## src/rtl/t06_tone_pkg.sv

```systemverilog
// Shared constants for the team_06 tone player: state codes, half-period table
// and the state-to-half-period lookup.
package t06_tone_pkg;

  localparam logic [5:0] ST_IDLE = 6'd0;
  localparam logic [5:0] ST_GOOD = 6'd34;
  localparam logic [5:0] ST_BAD  = 6'd35;

  localparam logic [15:0] CHIRP_HALF = 16'd5682;
  localparam logic [15:0] BUZZ_HALF  = 16'd45455;

  localparam logic [3:0] LEVEL_MAX   = 4'd15;
  localparam logic [3:0] LEVEL_FLOOR = 4'd4;

  // Diatonic G6..A8 at 10 MHz: half = 10e6 / (2 * f)
  localparam logic [15:0] NOTE_HALF [16] = '{
    16'd3189, 16'd2841, 16'd2531, 16'd2389,
    16'd2128, 16'd1896, 16'd1790, 16'd1594,
    16'd1420, 16'd1265, 16'd1194, 16'd1064,
    16'd948,  16'd895,  16'd797,  16'd710
  };

  function automatic logic [15:0] half_for_state(input logic [5:0] st);
    if (st == ST_GOOD) return CHIRP_HALF;
    if (st == ST_BAD)  return BUZZ_HALF;
    if (st[0] && (st <= 6'd31)) return NOTE_HALF[st[4:1]];
    return 16'd0;
  endfunction

endpackage

```

## src/rtl/t06_tone_envelope.sv

```systemverilog
// Decaying volume envelope with 4-bit PWM gate; exists only when
// TONE_ENVELOPE_EN is defined.
`ifdef TONE_ENVELOPE_EN
module t06_tone_envelope
  import t06_tone_pkg::*;
#(
  parameter int DECAY_CYCLES = 250000
) (
  input  logic clk,
  input  logic rst,
  input  logic restart_i,
  input  logic active_i,
  input  logic square_i,
  output logic sound_o
);

  localparam int DW = $clog2(DECAY_CYCLES + 1);

  logic [DW-1:0] r_decay;
  logic [3:0]    r_level;
  logic [3:0]    r_pwm;

  always_ff @(posedge clk or posedge rst) begin
    if (rst) begin
      r_decay <= '0;
      r_level <= LEVEL_MAX;
      r_pwm   <= 4'd0;
    end else begin
      r_pwm <= r_pwm + 4'd1;
      if (restart_i) begin
        r_decay <= '0;
        r_level <= LEVEL_MAX;
      end else if (active_i) begin
        if (r_decay == DW'(DECAY_CYCLES - 1)) begin
          r_decay <= '0;
          if (r_level > LEVEL_FLOOR) r_level <= r_level - 4'd1;
        end else begin
          r_decay <= r_decay + DW'(1);
        end
      end
    end
  end

  assign sound_o = square_i & (r_pwm < r_level);

endmodule
`endif

```

## src/rtl/t06_tone_player.sv

```systemverilog
// Square-wave tone player for the team_06 sound sequencer.
// Optional decaying envelope enabled with TONE_ENVELOPE_EN.
module t06_tone_player
  import t06_tone_pkg::*;
#(
  parameter int HALF_W = 16
`ifdef TONE_ENVELOPE_EN
  ,
  parameter int DECAY_CYCLES = 250000
`endif
) (
  input  logic       clk,
  input  logic       rst,
  input  logic [5:0] state_i,
  input  logic       enable_i,
  output logic       sound_o,
  output logic       note_start_o,
  output logic       active_o
);

  logic [5:0]        r_state_q;
  logic [HALF_W-1:0] r_cnt;
  logic              r_square;
  logic              r_note_start;
  logic              r_active;

  logic              w_change;
  logic              w_run;
  logic [HALF_W-1:0] w_half;
  logic [HALF_W-1:0] w_half_in;

  assign w_change  = (state_i != r_state_q);
  assign w_half    = HALF_W'(half_for_state(r_state_q));
  assign w_half_in = HALF_W'(half_for_state(state_i));
  // Gating on r_active gives an enable rise the same restart timing as a state change.
  assign w_run     = (w_half != '0) && enable_i && r_active;

  always_ff @(posedge clk or posedge rst) begin
    if (rst) begin
      r_state_q    <= ST_IDLE;
      r_cnt        <= '0;
      r_square     <= 1'b0;
      r_note_start <= 1'b0;
      r_active     <= 1'b0;
    end else begin
      r_state_q    <= state_i;
      r_note_start <= w_change && (w_half_in != '0) && enable_i;
      r_active     <= (w_half_in != '0) && enable_i;
      if (w_change || !w_run) begin
        r_cnt    <= '0;
        r_square <= 1'b0;
      end else if (r_cnt == w_half - HALF_W'(1)) begin
        r_cnt    <= '0;
        r_square <= ~r_square;
      end else begin
        r_cnt <= r_cnt + HALF_W'(1);
      end
    end
  end

  assign note_start_o = r_note_start;
  assign active_o     = r_active;

`ifdef TONE_ENVELOPE_EN
  t06_tone_envelope #(
    .DECAY_CYCLES(DECAY_CYCLES)
  ) u_env (
    .clk      (clk),
    .rst      (rst),
    .restart_i(w_change),
    .active_i (r_active),
    .square_i (r_square),
    .sound_o  (sound_o)
  );
`else
  assign sound_o = r_square;
`endif

endmodule

```

## config.mk

```make
export PLATFORM = sky130hd
export DESIGN_NAME = t06_tone_player
export DESIGN_NICKNAME = d
export VERILOG_FILES = /design/src/rtl/t06_tone_pkg.sv /design/src/rtl/t06_tone_envelope.sv /design/src/rtl/t06_tone_player.sv
export SDC_FILE = /design/constraint.sdc
export NUM_CORES = 1
export LEC_CHECK = 0
export ABC_AREA = 0
export CORE_ASPECT_RATIO = 0.5
export CORE_UTILIZATION = 58
export DETAILED_ROUTE_END_ITERATION = 10
export DONT_BUFFER_PORTS = 1
export GPL_TIMING_DRIVEN = 0
export PLACE_DENSITY = 0.81
export SYNTH_ARGS = -nofsm -noshare
export SYNTH_HDL_FRONTEND = slang
export SYNTH_SLANG_ARGS = --single-unit
```

## constraint.sdc

```tcl
create_clock -name clk -period 3.5 [get_ports clk]
set_input_delay 0.7 -clock clk [delete_from_list [all_inputs] [get_ports clk]]
set_output_delay 0.7 -clock clk [all_outputs]
set_load 0.005 [all_outputs]
```

==> impl_results.md <==
* Setup crit end kind: flop
* Synth Flop Type: dfrtp_1
* Grt met3 use at 0.0634
* Final Hold Vio Count at 0
* Dpl ws at -0.744 ns
* Post-route clock period utilization at 0.964
* Total track usage at 0.299
* Worst IR Drop VDD at 0.132 mV
* Setup Skew at about 0.0042 ns
* DRT antenna net count at 0
* Final GP Congestion at 0.885
* Drt wl/cell at between 15 and 20 um
* Synthesized area at 2210 um^2
* CTS Buf Count at 3
* Fillers at 276
* Final hold slack at 0.432 ns
* # setup viols final at 0
* FF/Latch Area at 627 um^2
* Cells after Synth at 256
* Max Fclk at approximately 300 MHz
* Layout cells sized above 1 at 0.149
* Met1 GRT Util at 0.389
* Worst setup margin at between 0.1 and 0.15 ns
* Layout area overhead at 10.9%
* Root Driver: clkbuf_8
* Via density at 6.45
* Vias at 2058
* Drt drc at 0
* CP cell instances: buf_6 -> inv_1 -> ha_2 -> nor2_1 -> o311a_2 -> a2111oi_4 -> or4b_4 -> xnor2_2 -> o2111ai_2 -> buf_4 -> o31ai_4 -> buf_4 -> nor2_1
* Tmin final at 3.37 ns
* Area of the multi-input gates at 1520 um^2
* Chip height at between 40 and 50 um
* Flip-flop and latch count after synthesis at 25
* 1st-iter DRT viols at 200
* Yosys cell types at 58
* Final core utilization at 0.692
* Static leakage at 0.00102 uW
* Startpoint Class: flop
* Number of diodes at 0
* Port Buffer Count at 0
* Die area at 4080 um^2
* Row count at 15
* Max Buffers Root-to-Sink at 2
* # clock sinks at 25
* Worst-Skew Late Latency at 0.29 ns
* Max Cap Viol at 0
* Global route hottest layer: met2
* Grt ovf at 0
* Post-synth ARST share at 1.00
* Final wirelength at 5.73 mm
* CP max stage cell: or4b_4
* TritonCTS clock tree: yes
* Post-synth EDFFs at 0
* Kind of critical path: reg2reg
* Hold_buf cts at 0
* YS warnings at 0
* CP Max Fanout at 10
* Core box area at 3550 um^2
* Max-slew headroom at 0.334
* Fin nets at 285
* Worst EP required at 3.69 ns
* Initial Util at 0.624
* Antenna violations before repair at 0
* CP max stage delay at 0.55 ns
* Clock slew at reported path FFs at 0.10 ns
* PD cells at 277 nW/um^2
* First-pass GRT wire length at 8.92 mm
* Max-slew violations at 0
* Hold Path Class: in2reg
* Largest net degree at the start of global routing at 26
* Vias in the first global route at 1883
* WP data arrival at 3.56 ns
* Post-DP HPWL at around 4.1 mm
* Die Wd at about 89 um
* Status: finished clean
* H-tree depth at 1
* Top-Level Pins at 12
* Worst-margin pin slew at 0.998 ns
* Sequential share of the synthesized area at 0.283
* Net Count, Synth at 272
* Syn Area/Cell at just under 9 um^2
* First drt pass iteration count at 5
* GR Util met2 at 0.496
==> cell families after synthesis <==
| logic type | Yosys count | synth area share |
|---|---|---|
| and+or+nand+nor | 106 | 0.258 |
| AOI/OAI and AO/OA | 58 | 0.210 |
| xor gates and xnor gates | 31 | 0.126 |
| DFF | 25 | 0.283 |
| buffers and inverters | 22 | 0.0515 |
| muxes | 7 | 0.0317 |
| adders and majority gates | 7 | 0.0396 |
==> state kept, by name, indices dropped and copies added (netlist names) <==
signal	flops
active_o	1
note_start_o	1
r_cnt	16
r_state_q	6
sound_o	1
==> where the power goes <==
group,switching [uW],total (uW),internal [uW],leakage [uW]
clock network,107,191,83.9,0.0000261
logic,113,191,78.0,0.000659
registers,4.36,298,293,0.000333
total,224,680,455,0.00102
==> synthesized netlist by cell type (all sizes together) (2+ instances only) <==
master | count | area share
nor3b | 2 | 0.0068
and3 | 5 | 0.014
mux2i | 7 | 0.032
o211a | 3 | 0.014
a21oi | 8 | 0.018
a211oi | 5 | 0.017
o31a | 5 | 0.020
nor2 | 31 | 0.053
nor3 | 4 | 0.0091
and2 | 6 | 0.017
a22oi | 3 | 0.010
nand3 | 6 | 0.014
nand2 | 15 | 0.025
ha | 7 | 0.040
o31ai | 3 | 0.016
nand4 | 8 | 0.023
and4 | 2 | 0.0079
xnor2 | 16 | 0.067
nor4 | 5 | 0.014
nor2b | 8 | 0.023
or2 | 2 | 0.0057
buf | 7 | 0.026
nand2b | 4 | 0.011
o211ai | 2 | 0.0068
clkbuf | 8 | 0.014
xor2 | 15 | 0.059
o22ai | 3 | 0.0085
o21ai | 8 | 0.020
dfrtp | 25 | 0.28
o2111ai | 3 | 0.015
inv | 7 | 0.012
a31oi | 4 | 0.011
nor4b | 2 | 0.011
==> cells in the final DEF (no fill, tap or decap), types with 3 or more instances in the layout <==
cell / n
buf_4: 12
o21ai_0: 6
nor2b_1: 8
a31oi_1: 4
nand4_1: 8
nand2_1: 15
a21oi_1: 8
nor4_1: 5
a211oi_1: 3
o31a_1: 5
nand2b_1: 4
dfrtp_1: 24
xnor2_1: 14
a22oi_1: 3
clkbuf_1: 6
nand3_1: 6
inv_1: 6
buf_6: 4
and3_1: 5
and2_1: 6
o211a_1: 3
mux2i_1: 7
nor3_1: 4
ha_1: 5
nor2_1: 31
o22ai_1: 3
xor2_1: 15
clkbuf_8: 3
==> repair_timing <==
item                       4_1_cts  5_1_grt
pin swaps                        4        2
hold endpoints to repair         0        0
setup buffers                    6        3
gates resized for setup         10        7
setup endpoints to repair       17       17
==> per-layer routing <==
layer  share of wire  wire length (um)
met3           0.081               467
met1            0.45              2580
met5               0                 0
met2            0.45              2600
met4           0.015                86
==> worst max-delay path, delay by kind of cell (launching register included) <==
family | cells | cell delay, ns
AO/OA/AOI/OAI | 4 | 1.02
AND/OR/NAND/NOR | 3 | 0.68
buffers and inverters | 4 | 0.62
flip-flops | 1 | 0.42
adder cells (fa/ha/maj) | 1 | 0.35
XOR/XNOR | 1 | 0.18
==> through the flow <==
step                      setup TNS [ns]  total power [uW]  std cells  area [um^2]
after floorplan                        0               439        256         2210
after CTS                              0               671        316         2410
final                                  0               680        319         2450
after global routing             -0.0616               705        319         2450
after detailed placement          -11.23               472        307         2280
after global placement            -10.14               468        307         2280
==> worst paths after layout <==
kind	from	endpoint	cells past startpoint	slack, ns
setup / recovery	r_state_q[2]$_DFF_PP0_	r_cnt[15]$_DFF_PP0_	13	0.13
max in group asynchronous	rst	r_state_q[1]$_DFF_PP0_	1	2.30
setup reg to reg	r_state_q[2]$_DFF_PP0_	r_cnt[15]$_DFF_PP0_	13	0.13
hold reg to reg	sound_o$_DFFE_PP0P_	sound_o$_DFFE_PP0P_	2	0.58
hold / removal	state_i[1]	r_state_q[1]$_DFF_PP0_	0	0.43
min in group asynchronous	rst	r_cnt[8]$_DFF_PP0_	1	0.53
==> final cells by class <==
| cell class | instances | share of cell area |
|---|---|---|
| Buffer | 14 | 0.0398 |
| Clock buffer | 3 | 0.0168 |
| Clock inverter | 1 | 0.00357 |
| Inverter | 7 | 0.0107 |
| Multi-Input combinational cell | 209 | 0.620 |
| Sequential cell | 25 | 0.255 |
| Tap cell | 51 | 0.0260 |
| Timing Repair Buffer | 9 | 0.0275 |
No activity file was read; power rests on OpenSTA's default activity.
